## config.mk

```make
export PLATFORM = sky130hd
export DESIGN_NAME = shift_add_multiplier
export DESIGN_NICKNAME = d
export VERILOG_FILES = /design/src/rtl/shift_add_multiplier.sv
export SDC_FILE = /design/constraint.sdc
export NUM_CORES = 1
export LEC_CHECK = 0
export ABC_AREA = 1
export BUFFER_PORTS_ARGS = -buffer_cell sky130_fd_sc_hd__buf_2
export CELL_PAD_IN_SITES_DETAIL_PLACEMENT = 0
export CELL_PAD_IN_SITES_GLOBAL_PLACEMENT = 1
export CORE_MARGIN = 2
export CORE_UTILIZATION = 35
export DETAILED_ROUTE_END_ITERATION = 8
export PLACE_DENSITY = 0.7
export SKIP_CTS_REPAIR_TIMING = 1
export SLEW_MARGIN = 5
export SYNTH_ARGS = -nofsm -noshare
export SYNTH_HDL_FRONTEND = slang
export SYNTH_HIERARCHICAL = 1
export SYNTH_SLANG_ARGS = --single-unit
```

## constraint.sdc

```tcl
create_clock -name clk -period 2.15 [get_ports clk]
set_input_delay 0.43 -clock clk [delete_from_list [all_inputs] [get_ports clk]]
set_output_delay 0.43 -clock clk [all_outputs]
set_load 0.005 [all_outputs]
```

## src/rtl/shift_add_multiplier.sv

```systemverilog
// 4x4 unsigned shift-and-add multiplier built around one 4-bit adder.
// Four add-then-shift steps per product; registered busy/done/product.
module four_bit_adder (
  input  logic [3:0] a,
  input  logic [3:0] b,
  input  logic       cin,
  output logic [3:0] sum,
  output logic       carryout
);
  assign {carryout, sum} = {1'b0, a} + {1'b0, b} + {4'b0000, cin};
endmodule

module shift_add_multiplier (
  input  logic       clk,
  input  logic       rst,
  input  logic       start,
  input  logic [3:0] multiplicand,
  input  logic [3:0] multiplier,
  output logic       busy,
  output logic       done,
  output logic [7:0] product
);
  typedef enum logic [1:0] {
    IDLE = 2'd0,
    RUN  = 2'd1,
    DONE = 2'd2
  } state_t;

  state_t     state, state_nx;
  logic [3:0] mcand;
  logic [3:0] acc_hi;
  logic [3:0] acc_lo;
  logic [1:0] cnt;
  logic [3:0] add_b;
  logic [3:0] sum;
  logic       co;
  logic [7:0] step;

  assign add_b = acc_lo[0] ? mcand : 4'h0;

  four_bit_adder u_add (
    .a        (acc_hi),
    .b        (add_b),
    .cin      (1'b0),
    .sum      (sum),
    .carryout (co)
  );

  // carry lands in acc_hi[3] as the pair shifts right
  assign step = {co, sum, acc_lo[3:1]};

  always_comb begin
    state_nx = state;
    unique case (state)
      IDLE: if (start) state_nx = RUN;
      RUN:  if (cnt == 2'd3) state_nx = DONE;
      DONE: state_nx = IDLE;
      default: state_nx = IDLE;
    endcase
  end

  always_ff @(posedge clk or posedge rst) begin
    if (rst) begin
      state   <= IDLE;
      mcand   <= 4'h0;
      acc_hi  <= 4'h0;
      acc_lo  <= 4'h0;
      cnt     <= 2'd0;
      product <= 8'h00;
      busy    <= 1'b0;
      done    <= 1'b0;
    end else begin
      state <= state_nx;
      busy  <= (state_nx == RUN);
      done  <= (state_nx == DONE);
      unique case (state)
        IDLE: begin
          if (start) begin
            mcand  <= multiplicand;
            acc_hi <= 4'h0;
            acc_lo <= multiplier;
            cnt    <= 2'd0;
          end
        end
        RUN: begin
          {acc_hi, acc_lo} <= step;
          cnt <= cnt + 2'd1;
          if (cnt == 2'd3) product <= step;
        end
        default: begin
        end
      endcase
    end
  end
endmodule

```

Word level (Yosys, flattened, before mapping). Index checks and enable logic that the tools add are counted. W data, S select, Z words.

Bits in writable memories: 0. Memories: 0. Bits in latches: 0. Register bits: 26. Bits in read-only memories: 0. Input bits: 11.

Bitwise gates (word level): 0. Multipliers: 0. Divide/modulo/power cells: 0. Eq/ne operators: 5. Magnitude comparators: 0. Shift operators: 0. Mux-type cells: 10. Reductions and logical operators: 5. Add/sub/neg operators: 2.

Operator list (count): $pmux W4 S2 (2); $mux W4 (3); $pmux W2 S2 (2); $mux W2 (3); $reduce_and A2 Y1 (3); $add A4 B4 Y5 (1); $eq A2 B1 Y1 const B (2); $eq A2 B2 Y1 const B (2); $add A2 B1 Y2 const B (1); $logic_not A2 Y1 (1); $ne A2 B2 Y1 const B (1); $reduce_bool A2 Y1 (1).

Logic depth before layout (Yosys ltp).
Depth after elaboration: 4. Mapped depth: 9. Gate-level depth less buffers: 9.

Hierarchy. Netlist, hierarchy kept.

By module, submodules not included: shift_add_multiplier (instances 1, sequential area each 650.6 um2, cells an instance 128, area each 1077.3 um2); four_bit_adder (instances 1, sequential area each 0.0 um2, cells an instance 25, area each 165.2 um2).

Worst setup path after synthesis. No wires, ideal clock.

Path type: register -> register. Start point: register acc_lo[0]. End point: register acc_hi[0]. Library setup time: 0.065 ns. Cell stages (with the launch flop): 9. Slack: 0.519 ns. Data arrival time: 1.566 ns. Period minus slack after synthesis: 1.631 ns. Cells stage by stage: dfrtp_1 > nand2_1 > inv_1 > fa_1 > inv_1 > fa_1 > inv_1 > nand2_1 > nand2_1.

Longest elaborated chain between the ends: 3.

Ends and longest elaborated chain: start, declared (RTL line 32) `logic [3:0] acc_lo;`; start signal, assigned (RTL line 81) `acc_lo <= multiplier;`; start signal, assigned (RTL line 86) `{acc_hi, acc_lo} <= step;`; $mux W4 (RTL line 39) `assign add_b = acc_lo[0] ? mcand : 4'h0;`; named net add_b[0] (RTL line 34) `logic [3:0] add_b;`; $add A4 B4 Y5 (RTL line 10) `assign {carryout, sum} = {1'b0, a} + {1'b0, b} + {4'b0000, cin};`; named net sum[1] (RTL line 35) `logic [3:0] sum;`; $pmux W4 S2 (RTL line 76) `unique case (state)`; end signal, assigned (RTL line 86); end, declared (RTL line 31) `logic [3:0] acc_hi;`.

The timed path passes the listed nets, and every way through them passes these cells. A chain may end at the register's enable or synchronous reset.

Final worst setup path. Ends and elaborated chain as after synthesis.

==> impl_metrics.tcl <==
set metrics [dict create \
    cts-root-buf "clkbuf_4" \
    viasPerCell 4.51 \
    initial_utilization_pct 36.9 \
    r2r_start "acc_lo[0]" \
    multi_input_area_sq_um 503 \
    grt.met2_usage_pct 21.4 \
    cts_buffers 3 \
    syn_area_sq_um 1240 \
    critPathRequiredTime_ps 2430 \
    diodes 0 \
    final_nets 194 \
    drt_iter0_drc 49 \
    core_sq_um 3360 \
    cts_tree "built" \
    avgSynthCellArea_sq_um 8.12 \
    grt_most_used_layer "met2" \
    fin_tns_setup_ps 0 \
    end_kind "flop" \
    grt_pass1_wl_um 4440 \
    yosysTopAreaCell "dfrtp_1" \
    cp_max_fo 5 \
    ff2ff_setup_slack_ps 400 \
    worstReg2RegEnd "acc_hi[0]" \
    synth_warnings 6 \
    cp.arrival_ps 2020 \
    seqCellArea_sq_um 651 \
    drive_above_1_share_pct 18.2 \
    cap_violations 0 \
    fin_skew_ps 1.03 \
    clock.fmax_ghz 0.572 \
    finalInstanceArea_sq_um 1430 \
    track_usage_pct 13.9 \
    synth_cell_types 16 \
    drc_errors 0 \
    grt_max_degree 27 \
    hold_path.class "in -> async" \
    startpoint "acc_lo[0]" \
    syn-num-nets 170 \
    rows 21 \
    min_period_ps 1750 \
    cp-start-kind "flop" \
    synthToLayoutAreaGrowth_pct 15.4 \
    die_y_um 63.6 \
    setup_viol 0 \
    die_area_sq_um 4040 \
    dr.pass1.iters 4 \
    pin_count 21 \
    die_w_um 63.6 \
    grt_pass1_vias 958 \
    p_leak_nw 0.847 \
    worst_hold_slack_ps 133 \
    cts.path.max_buffers 2 \
    fillCellCount 368 \
    clk_latency_ps 320 \
    critPathKind "reg -> reg" \
    finalCoreUtilization_pct 42.6 \
    synth.yosys.seq_area_share_pct 52.4 \
    gr-usage-met1_pct 19.6 \
    overflow 0 \
    finalHoldViolations 0 \
    gp_congestion 0.829 \
    ir_drop_mv 0.434 \
    cts_num_sinks 26 \
    maxSlewViolCount 0 \
    grt_util_met3_pct 1.96 \
    postPlaceCellArea_sq_um 1400 \
    final_cell_mix "nand2_1 (64), dfrtp_1 (26), buf_2 (20), inv_1 (18), nand3_1 (18)" \
    reg2regPathDepth 8 \
    power_density_nw_per_um2 1300 \
    synth_top_cell_area_share_pct 52.4 \
    rsz0062_at_grt "false" \
    syn_inst 153 \
    synthTopCellsByArea "dfrtp_1 (52%), nand2_1 (19%), nand3_1 (7.3%)" \
    final_common_cell "nand2_1" \
    ys_ff_latch 26 \
    portBuffers 20 \
    fin_crit_sh_pct 81.3 \
    h-tree-depth 1 \
    power_mw 1.87 \
    post_drt_wl_per_cell_um 11.1 \
    final_antenna_net_count 0 \
    antenna_found_initial 0 \
    num_vias 1002 \
    wirelength_um 2460 \
    hpwl_um 1840 \
    clk_pin_slew_ps 140 \
    status "completed" \
]
==> metrics by stage <==
| step | cells | setup WS [ps] |
|---|---|---|
| after floorplan | 153 | 519 |
| after global placement | 218 | 464 |
| after detailed placement | 218 | 414 |
| after CTS | 222 | 390 |
| after global routing | 222 | 275 |
| final | 222 | 403 |
==> critical path: stages, from the launching register on <==
cell     delay, ps
dfrtp_1        440
nand2_1         80
inv_1           50
fa_1           430
inv_1           90
fa_1           400
inv_1           80
nand2_1         50
nand2_1         80
==> cell type report <==
cell class / instances / share of cell area (%)
inverter: 21 / 5.50
clock buffer: 4 / 2.53
sequential: 26 / 45.4
timing repair buffer: 21 / 7.50
multi-input combinational: 104 / 35.1
tap: 46 / 4.01
==> worst max path at each step <==
stage / endpoint / cells after the start
finish: acc_hi[0] / 8
CTS: acc_hi[0] / 8
floorplan: acc_hi[0] / 8
global placement: acc_hi[0] / 8
global route: acc_hi[0] / 8
detailed placement: acc_hi[0] / 8
==> state kept, by name, indices dropped and copies added (netlist names) <==
register and count:
done 1, acc_hi 4, cnt 2, mcand 4, busy 1, acc_lo 4
product 8, state 2
==> cells by family after synthesis <==
| group | after synthesis | share of synthesized area (%) |
|---|---|---|
| AND/OR/NAND/NOR | 91 | 29.9 |
| flip-flops | 26 | 52.4 |
| buffers and inverters | 23 | 7.15 |
| adder cells (fa/ha/maj) | 6 | 7.25 |
| AO/OA/AOI/OAI | 5 | 2.32 |
| XOR/XNOR | 1 | 0.705 |
| other | 1 | 0.302 |
==> cells in the mapped netlist (all sizes together) <==
master,count
ha,4
o21ai,2
nor2,7
a21oi,3
inv,21
nand2,66
conb,1
fa,2
buf,2
nand3,18
dfrtp,26
xnor2,1
==> power breakdown <==
part           total, mW  leakage (nW)  internal [mW]  switching [mW]
Sequential         0.827         0.328          0.692           0.134
Clock              0.252        0.0210          0.104           0.149
Combinational      0.789         0.498          0.299           0.490
==> metal layers <==
| metal | routed length (um) | vias up |
|---|---|---|
| li1 | - | 514 |
| met1 | 1230 | 455 |
| met2 | 1080 | 29 |
| met3 | 125 | 4 |
| met4 | 31 | 0 |
| met5 | 0 | - |
No activity file was read; power rests on OpenSTA's default activity.
